===== config.mk =====
export PLATFORM = sky130hd
export DESIGN_NAME = axis_delay_line
export DESIGN_NICKNAME = d
export VERILOG_FILES = /design/src/rtl/axis_delay_line_pkg.sv /design/src/rtl/axis_delay_lane.sv /design/src/rtl/axis_delay_line.sv
export SDC_FILE = /design/constraint.sdc
export NUM_CORES = 2
export LEC_CHECK = 0
export BUFFER_PORTS_ARGS = -buffer_cell sky130_fd_sc_hd__buf_4
export CAP_MARGIN = 20
export CORE_MARGIN = 10
export CORE_UTILIZATION = 60
export DETAILED_ROUTE_END_ITERATION = 12
export PLACE_DENSITY = 0.76
export SLEW_MARGIN = 20
export SYNTH_ARGS = -nofsm -noshare
export SYNTH_HDL_FRONTEND = slang
export SYNTH_HIERARCHICAL = 1
export SYNTH_SLANG_ARGS = --single-unit

===== constraint.sdc =====
create_clock -name clk -period 6.05 [get_ports clk]
set_input_delay 1.815 -clock clk [delete_from_list [all_inputs] [get_ports clk]]
set_output_delay 1.815 -clock clk [all_outputs]
set_load 0.1 [all_outputs]

===== src/rtl/axis_delay_line_pkg.sv =====
// Shared types and helpers for the multi-lane AXI-Stream delay line.
//   lane_state_e : per-lane refill state (FILL masks output data, RUN passes it)
//   clamp_delay  : limits a requested delay to the memory depth
// Optional feature macro used by the top level: AXIS_DELAY_LINE_TLAST_EN.
package axis_delay_line_pkg;

    localparam int unsigned DEF_TDATA_WIDTH = 16;
    localparam int unsigned DEF_N_CH        = 4;
    localparam int unsigned DEF_DEPTH       = 64;
    localparam int unsigned DEF_ADDR_W      = $clog2(DEF_DEPTH);

    typedef enum logic {
        FILL = 1'b0,
        RUN  = 1'b1
    } lane_state_e;

    // Requested delays above the memory depth behave as the full depth.
    function automatic int unsigned clamp_delay(input int unsigned d, input int unsigned depth);
        return (d > depth) ? depth : d;
    endfunction

endpackage


===== src/rtl/axis_delay_lane.sv =====
// One lane of the delay line: circular sample memory, fill counter and the
// FILL/RUN state machine that zero-masks data until the lane holds enough history.
// Ports:
//   clk, reset  : clock, synchronous active-high reset
//   accept_i    : beat accepted this cycle (shared handshake, already gated by reset)
//   wptr_i      : shared write pointer
//   din_i       : this lane's input sample
//   delay_i     : requested delay in beats (clamped internally)
//   dout_c_o    : combinational delayed/masked sample for the output register
//   filled_o    : lane is in RUN (output data genuine)
module axis_delay_lane
    import axis_delay_line_pkg::*;
#(
    parameter int unsigned TDATA_WIDTH = DEF_TDATA_WIDTH,
    parameter int unsigned DEPTH       = DEF_DEPTH,
    parameter int unsigned DELAY_W     = $clog2(DEPTH + 1)
) (
    input  logic                   clk,
    input  logic                   reset,
    input  logic                   accept_i,
    input  logic [$clog2(DEPTH)-1:0] wptr_i,
    input  logic [TDATA_WIDTH-1:0] din_i,
    input  logic [DELAY_W-1:0]     delay_i,
    output logic [TDATA_WIDTH-1:0] dout_c_o,
    output logic                   filled_o
);

    localparam int unsigned ADDR_W = $clog2(DEPTH);

    logic [TDATA_WIDTH-1:0] mem_q [DEPTH];

    logic [DELAY_W-1:0] d_c;
    logic [DELAY_W-1:0] d_q;
    logic               change_c;
    logic [ADDR_W-1:0]  rd_addr_c;
    logic [TDATA_WIDTH-1:0] rd_c;
    logic               genuine_c;

    lane_state_e        state_q, state_d;
    logic [DELAY_W-1:0] cnt_q, cnt_d;

    assign d_c      = DELAY_W'(clamp_delay(32'(delay_i), DEPTH));
    assign change_c = (d_c != d_q);

    // A delay of DEPTH truncates to offset 0: reads the slot about to be overwritten.
    assign rd_addr_c = wptr_i - d_c[ADDR_W-1:0];
    assign rd_c      = (d_c == '0) ? din_i : mem_q[rd_addr_c];

    // A beat arriving on a delay change belongs to the new refill, so it is masked.
    assign genuine_c = (d_c == '0) || ((state_q == RUN) && !change_c);
    assign dout_c_o  = genuine_c ? rd_c : '0;
    assign filled_o  = (state_q == RUN);

    // Sample memory: written on accept, intentionally not reset.
    always_ff @(posedge clk) begin
        if (accept_i) begin
            mem_q[wptr_i] <= din_i;
        end
    end

    // State, fill counter and last-seen delay.
    always_ff @(posedge clk) begin
        if (reset) begin
            state_q <= FILL;
            cnt_q   <= '0;
            d_q     <= d_c;
        end else begin
            state_q <= state_d;
            cnt_q   <= cnt_d;
            d_q     <= d_c;
        end
    end

    // Refill control: a delay change restarts the count; a zero delay lands in RUN at once.
    always_comb begin
        state_d = state_q;
        cnt_d   = cnt_q;
        if (change_c) begin
            cnt_d = accept_i ? DELAY_W'(1) : '0;
        end else if ((state_q == FILL) && accept_i && (cnt_q < DELAY_W'(DEPTH))) begin
            cnt_d = cnt_q + DELAY_W'(1);
        end
        if (change_c || (state_q == FILL)) begin
            state_d = (cnt_d >= d_c) ? RUN : FILL;
        end
    end

endmodule


===== src/rtl/axis_delay_line.sv =====
// Multi-lane AXI-Stream delay line. Each lane delays its data by a per-lane
// number of accepted beats; lanes zero-mask their output while refilling.
// Optional tlast pass-through (undelayed, travels with its own beat) is enabled
// by defining AXIS_DELAY_LINE_TLAST_EN.
// Ports:
//   clk, reset      : clock, synchronous active-high reset
//   s_axis_*        : input stream (tdata lanes packed, tvalid, tready comb)
//   m_axis_*        : output stream from a single register stage
//   delay           : per-lane delay in beats, DELAY_W bits per lane
//   lane_filled     : per-lane RUN indication
//   s/m_axis_tlast  : only with AXIS_DELAY_LINE_TLAST_EN
module axis_delay_line
    import axis_delay_line_pkg::*;
#(
    parameter int unsigned TDATA_WIDTH = DEF_TDATA_WIDTH,
    parameter int unsigned N_CH        = DEF_N_CH,
    parameter int unsigned DEPTH       = DEF_DEPTH,
    parameter int unsigned DELAY_W     = $clog2(DEPTH + 1)
) (
    input  logic                          clk,
    input  logic                          reset,
    input  logic [N_CH*TDATA_WIDTH-1:0]   s_axis_tdata,
    input  logic                          s_axis_tvalid,
    output logic                          s_axis_tready,
`ifdef AXIS_DELAY_LINE_TLAST_EN
    input  logic                          s_axis_tlast,
    output logic                          m_axis_tlast,
`endif
    output logic [N_CH*TDATA_WIDTH-1:0]   m_axis_tdata,
    output logic                          m_axis_tvalid,
    input  logic                          m_axis_tready,
    input  logic [N_CH*DELAY_W-1:0]       delay,
    output logic [N_CH-1:0]               lane_filled
);

    localparam int unsigned ADDR_W = $clog2(DEPTH);
    localparam int unsigned BUS_W  = N_CH * TDATA_WIDTH;

    logic [ADDR_W-1:0] wptr_q, wptr_d;
    logic [BUS_W-1:0]  m_tdata_q, m_tdata_d;
    logic              m_tvalid_q, m_tvalid_d;
`ifdef AXIS_DELAY_LINE_TLAST_EN
    logic              m_tlast_q, m_tlast_d;
`endif

    logic              accept_c;
    logic              lane_accept_c;
    logic [BUS_W-1:0]  lane_dout_c;

    // Single output register: new beat may enter when it is empty or draining.
    assign s_axis_tready = !m_tvalid_q || m_axis_tready;
    assign accept_c      = s_axis_tvalid && s_axis_tready;
    // Beats offered during reset are discarded, including their memory write.
    assign lane_accept_c = accept_c && !reset;

    assign m_axis_tdata  = m_tdata_q;
    assign m_axis_tvalid = m_tvalid_q;
`ifdef AXIS_DELAY_LINE_TLAST_EN
    assign m_axis_tlast  = m_tlast_q;
`endif

    for (genvar k = 0; k < N_CH; k++) begin : g_lane
        axis_delay_lane #(
            .TDATA_WIDTH (TDATA_WIDTH),
            .DEPTH       (DEPTH),
            .DELAY_W     (DELAY_W)
        ) u_lane (
            .clk      (clk),
            .reset    (reset),
            .accept_i (lane_accept_c),
            .wptr_i   (wptr_q),
            .din_i    (s_axis_tdata[k*TDATA_WIDTH +: TDATA_WIDTH]),
            .delay_i  (delay[k*DELAY_W +: DELAY_W]),
            .dout_c_o (lane_dout_c[k*TDATA_WIDTH +: TDATA_WIDTH]),
            .filled_o (lane_filled[k])
        );
    end

    // Write pointer and output register.
    always_ff @(posedge clk) begin
        if (reset) begin
            wptr_q     <= '0;
            m_tdata_q  <= '0;
            m_tvalid_q <= 1'b0;
`ifdef AXIS_DELAY_LINE_TLAST_EN
            m_tlast_q  <= 1'b0;
`endif
        end else begin
            wptr_q     <= wptr_d;
            m_tdata_q  <= m_tdata_d;
            m_tvalid_q <= m_tvalid_d;
`ifdef AXIS_DELAY_LINE_TLAST_EN
            m_tlast_q  <= m_tlast_d;
`endif
        end
    end

    // Pointer advances and the output stage loads only on an accepted beat.
    always_comb begin
        wptr_d     = wptr_q;
        m_tdata_d  = m_tdata_q;
        m_tvalid_d = m_tvalid_q;
`ifdef AXIS_DELAY_LINE_TLAST_EN
        m_tlast_d  = m_tlast_q;
`endif
        if (accept_c) begin
            wptr_d     = wptr_q + ADDR_W'(1);
            m_tdata_d  = lane_dout_c;
            m_tvalid_d = 1'b1;
`ifdef AXIS_DELAY_LINE_TLAST_EN
            // tlast marks the frame edge of this beat, not of the delayed data.
            m_tlast_d  = s_axis_tlast;
`endif
        end else if (m_axis_tready) begin
            m_tvalid_d = 1'b0;
        end
    end

endmodule


==> reports/qor.txt <==
Outcome = finished clean
Fin. Hold Viols = 0
Setup crit end kind = flip-flop
Fmax = 187 MHz
Min Hold Slack = 0.476 ns
Synth area leaders = edfxtp_1 (74%), mux4_2 (15%), dfxtp_1 (1.6%), nand2_1 (1.3%), mux2i_1 (1.3%)
Reg2reg setup slack = 0.69 ns
CP Class = reg -> reg
CP arrival = 6.22 ns
Most area-hungry cell type in the Yosys netlist = edfxtp_1
DRT Pass-1 Iters = 7
Slew Limit Headroom = 16.7%
Max_cap viols = 0
Fin crit period = 5.36 ns
Post-CTS sizing = 0
Setup Buffers After CTS = 0
Routability Congestion = 0.896
CP max FO = 35
Ys Warns = 6
Critical Path RT = 6.92 ns
Clock Skew = 0.0567 ns
Vias in the first global route = 87200
CTS tree = yes
FF+latch area = 0.126 mm^2
FF+latch count, synth = 4227
Num Clock Sinks = 4227
Antenna Nets Post-Route = 0
Leak Pwr = 60.8 nW
Vias = 85800
1st-iter DRT viols = 12300
Synth unique cells = 85
Final WL = 417 mm
DIE HEIGHT = 545 um
CTS hold repair buffers = 0
Die Area = 0.297 mm^2
Area delta synth->final = 13.3%
Multi-input gate area = 0.0379 mm^2
# rows = 192
Synth Instances = 8065
DR DRC count = 0
Main synth FF type = edfxtp_1
Via density = 6.74
Startpoint types = flip-flop
Number of H-tree levels = 5
CTS root buffer = clkbuf_16
Ratio of cells with drive above 1 in the final layout = 27.2%
Inserted Clock Buffers = 411
Ports = 166
Seq/Total Area, Yosys = 75.8%
RSZ-0062 raised after global routing = no
Post-Route Utilization = 68.4%
Clock transition at path regs = 0.06 ns
Pwr dens = 347 mW/mm^2
Nets = 8851
Core Region = 0.274 mm^2
Final setup viols = 0
Number of synthesized flops with an enable pin = 4096
Period utilisation layout = 88.5%
Fillers = 16300
Count leader, synth = edfxtp_1
Synth top area share = 74.3%
Mapped cell area = 0.166 mm^2
Starting Density = 60.4%
Async SR Flop Fraction = 0%
Placed cells = 12000
Syn_area_per_cell = 20.5 um^2
Post-DP HPWL = 240 mm
Port bufs = 165
Clock latency on the worst-skew pair = 0.96 ns
Fin cells = 12700
Die Wd = 545 um
Max Slew Vio Count = 0
Syn nets = 8218
GRT Overall Usage = 27.6%
Kind of path behind the tightest hold check = reg -> reg
First-pass GRT wire length = 609 mm
Clock Path Buffers = 4
Pin count of the biggest net entering global routing = 86
VDD IR-drop max = 0.000283 V
Routed WL per cell = 32.7 um
Antenna violations before repair = 12
Post-synth top cells = edfxtp_1 (4096), mux4_2 (1072), nand2_1 (582), nor2_1 (365), clkbuf_1 (225)
Total congestion overflow = 0
Slew at the pin closest to its max-slew limit = 1.25 ns
==> worst paths after layout <==
| path | startpoint | end | cells after the start |
|---|---|---|---|
| worst max-delay path | wptr_q[0] | m_axis_tdata[39] | 13 |
| worst max register to register | wptr_q[0] | m_axis_tdata[39] | 13 |
| worst min-delay path | m_axis_tdata[3] | m_axis_tdata[3] | 2 |
| worst min register to register | m_axis_tdata[3] | m_axis_tdata[3] | 2 |
==> flip-flops by register name (all words and copies together), names as in the netlist <==
| register | flops |
|---|---|
| g_lane.u_lane/cnt_q | 28 |
| g_lane.u_lane/d_q | 28 |
| g_lane.u_lane/filled_o | 4 |
| g_lane.u_lane/mem_q | 4096 |
| m_axis_tdata | 64 |
| m_axis_tvalid | 1 |
| wptr_q | 6 |
==> kinds of logic (layout without fill, tap and decap cells) <==
logic type	count (synthesis)	in the layout	share of synthesized area (%)
mux	1310	1310	16.0
simple gates	1369	1369	3.72
compound gates	543	543	2.18
fa+ha+maj	57	57	0.449
xor+xnor	51	51	0.283
flops	4227	4227	75.8
buf+inv	508	1486	1.48
other cells	0	13	0
==> stage by stage <==
stage / setup WS [ns] / cell area [um^2] / setup TNS [ns] / power [mW]
after CTS: 0.956 / 188000 / 0 / 65.2
after floorplan: 0.686 / 166000 / 0 / 37.2
after global placement: -0.0130 / 174000 / -0.0130 / 39.9
after global routing: 0.750 / 188000 / 0 / 66.7
final: 0.694 / 188000 / 0 / 65.0
after detailed placement: -0.00710 / 174000 / -0.00710 / 40.0
==> layer usage <==
metal / vias up / track usage [%] / wire [um]
li1: 34600 / - / -
met1: 44600 / 37.5 / 148000
met2: 5655 / 44.0 / 203000
met3: 1031 / 5.84 / 45800
met4: 8 / 11.6 / 20700
met5: - / 0 / 48
==> where the power goes <==
| group | internal [mW] | switching (mW) | total (mW) |
|---|---|---|---|
| Combinational | 2.98 | 4.40 | 7.38 |
| Clock | 14.7 | 10.8 | 25.5 |
| Sequential | 32.1 | 0.0369 | 32.2 |
| Total | 49.8 | 15.2 | 65.0 |
==> placed cells by master (no fill, tap or decap), drive strengths merged, types with 23 or more instances in the layout <==
| master | count |
|---|---|
| edfxtp | 4096 |
| mux4 | 1072 |
| buf | 677 |
| nand2 | 582 |
| clkbuf | 503 |
| nor2 | 367 |
| mux2i | 209 |
| clkinv | 183 |
| a21oi | 162 |
| nand3 | 148 |
| dfxtp | 131 |
| o21ai | 112 |
| nand4 | 74 |
| inv | 65 |
| a32oi | 60 |
| ha | 53 |
| a2111oi | 49 |
| bufinv | 45 |
| and2 | 44 |
| nor3 | 35 |
| mux2 | 29 |
| xnor2 | 29 |
| nand2b | 23 |
==> layout make-up <==
| cell class | instances | area share, % |
|---|---|---|
| clock buffers | 503 | 5.79 |
| multi-input cells | 3330 | 20.2 |
| inverters | 51 | 0.103 |
| clock inverters | 255 | 1.34 |
| diodes | 13 | 0.0173 |
| repair buffers | 677 | 3.10 |
| well taps | 3686 | 2.46 |
| flip-flops and latches | 4227 | 67.0 |
==> critical path, stage by stage, from the launching register on <==
cell and delay (ns):
dfxtp_4 0.83, inv_1 0.34, ha_4 0.26, fa_4 0.89, buf_12 0.26, buf_4 0.30, mux4_2 0.24, mux2i_1 0.10
mux2_2 0.33, a2111oi_1 1.08, a31oi_1 0.13, o21ai_1 0.19, nand3_1 0.09, a21oi_1 0.17
Power figures use the tool's default switching activity.
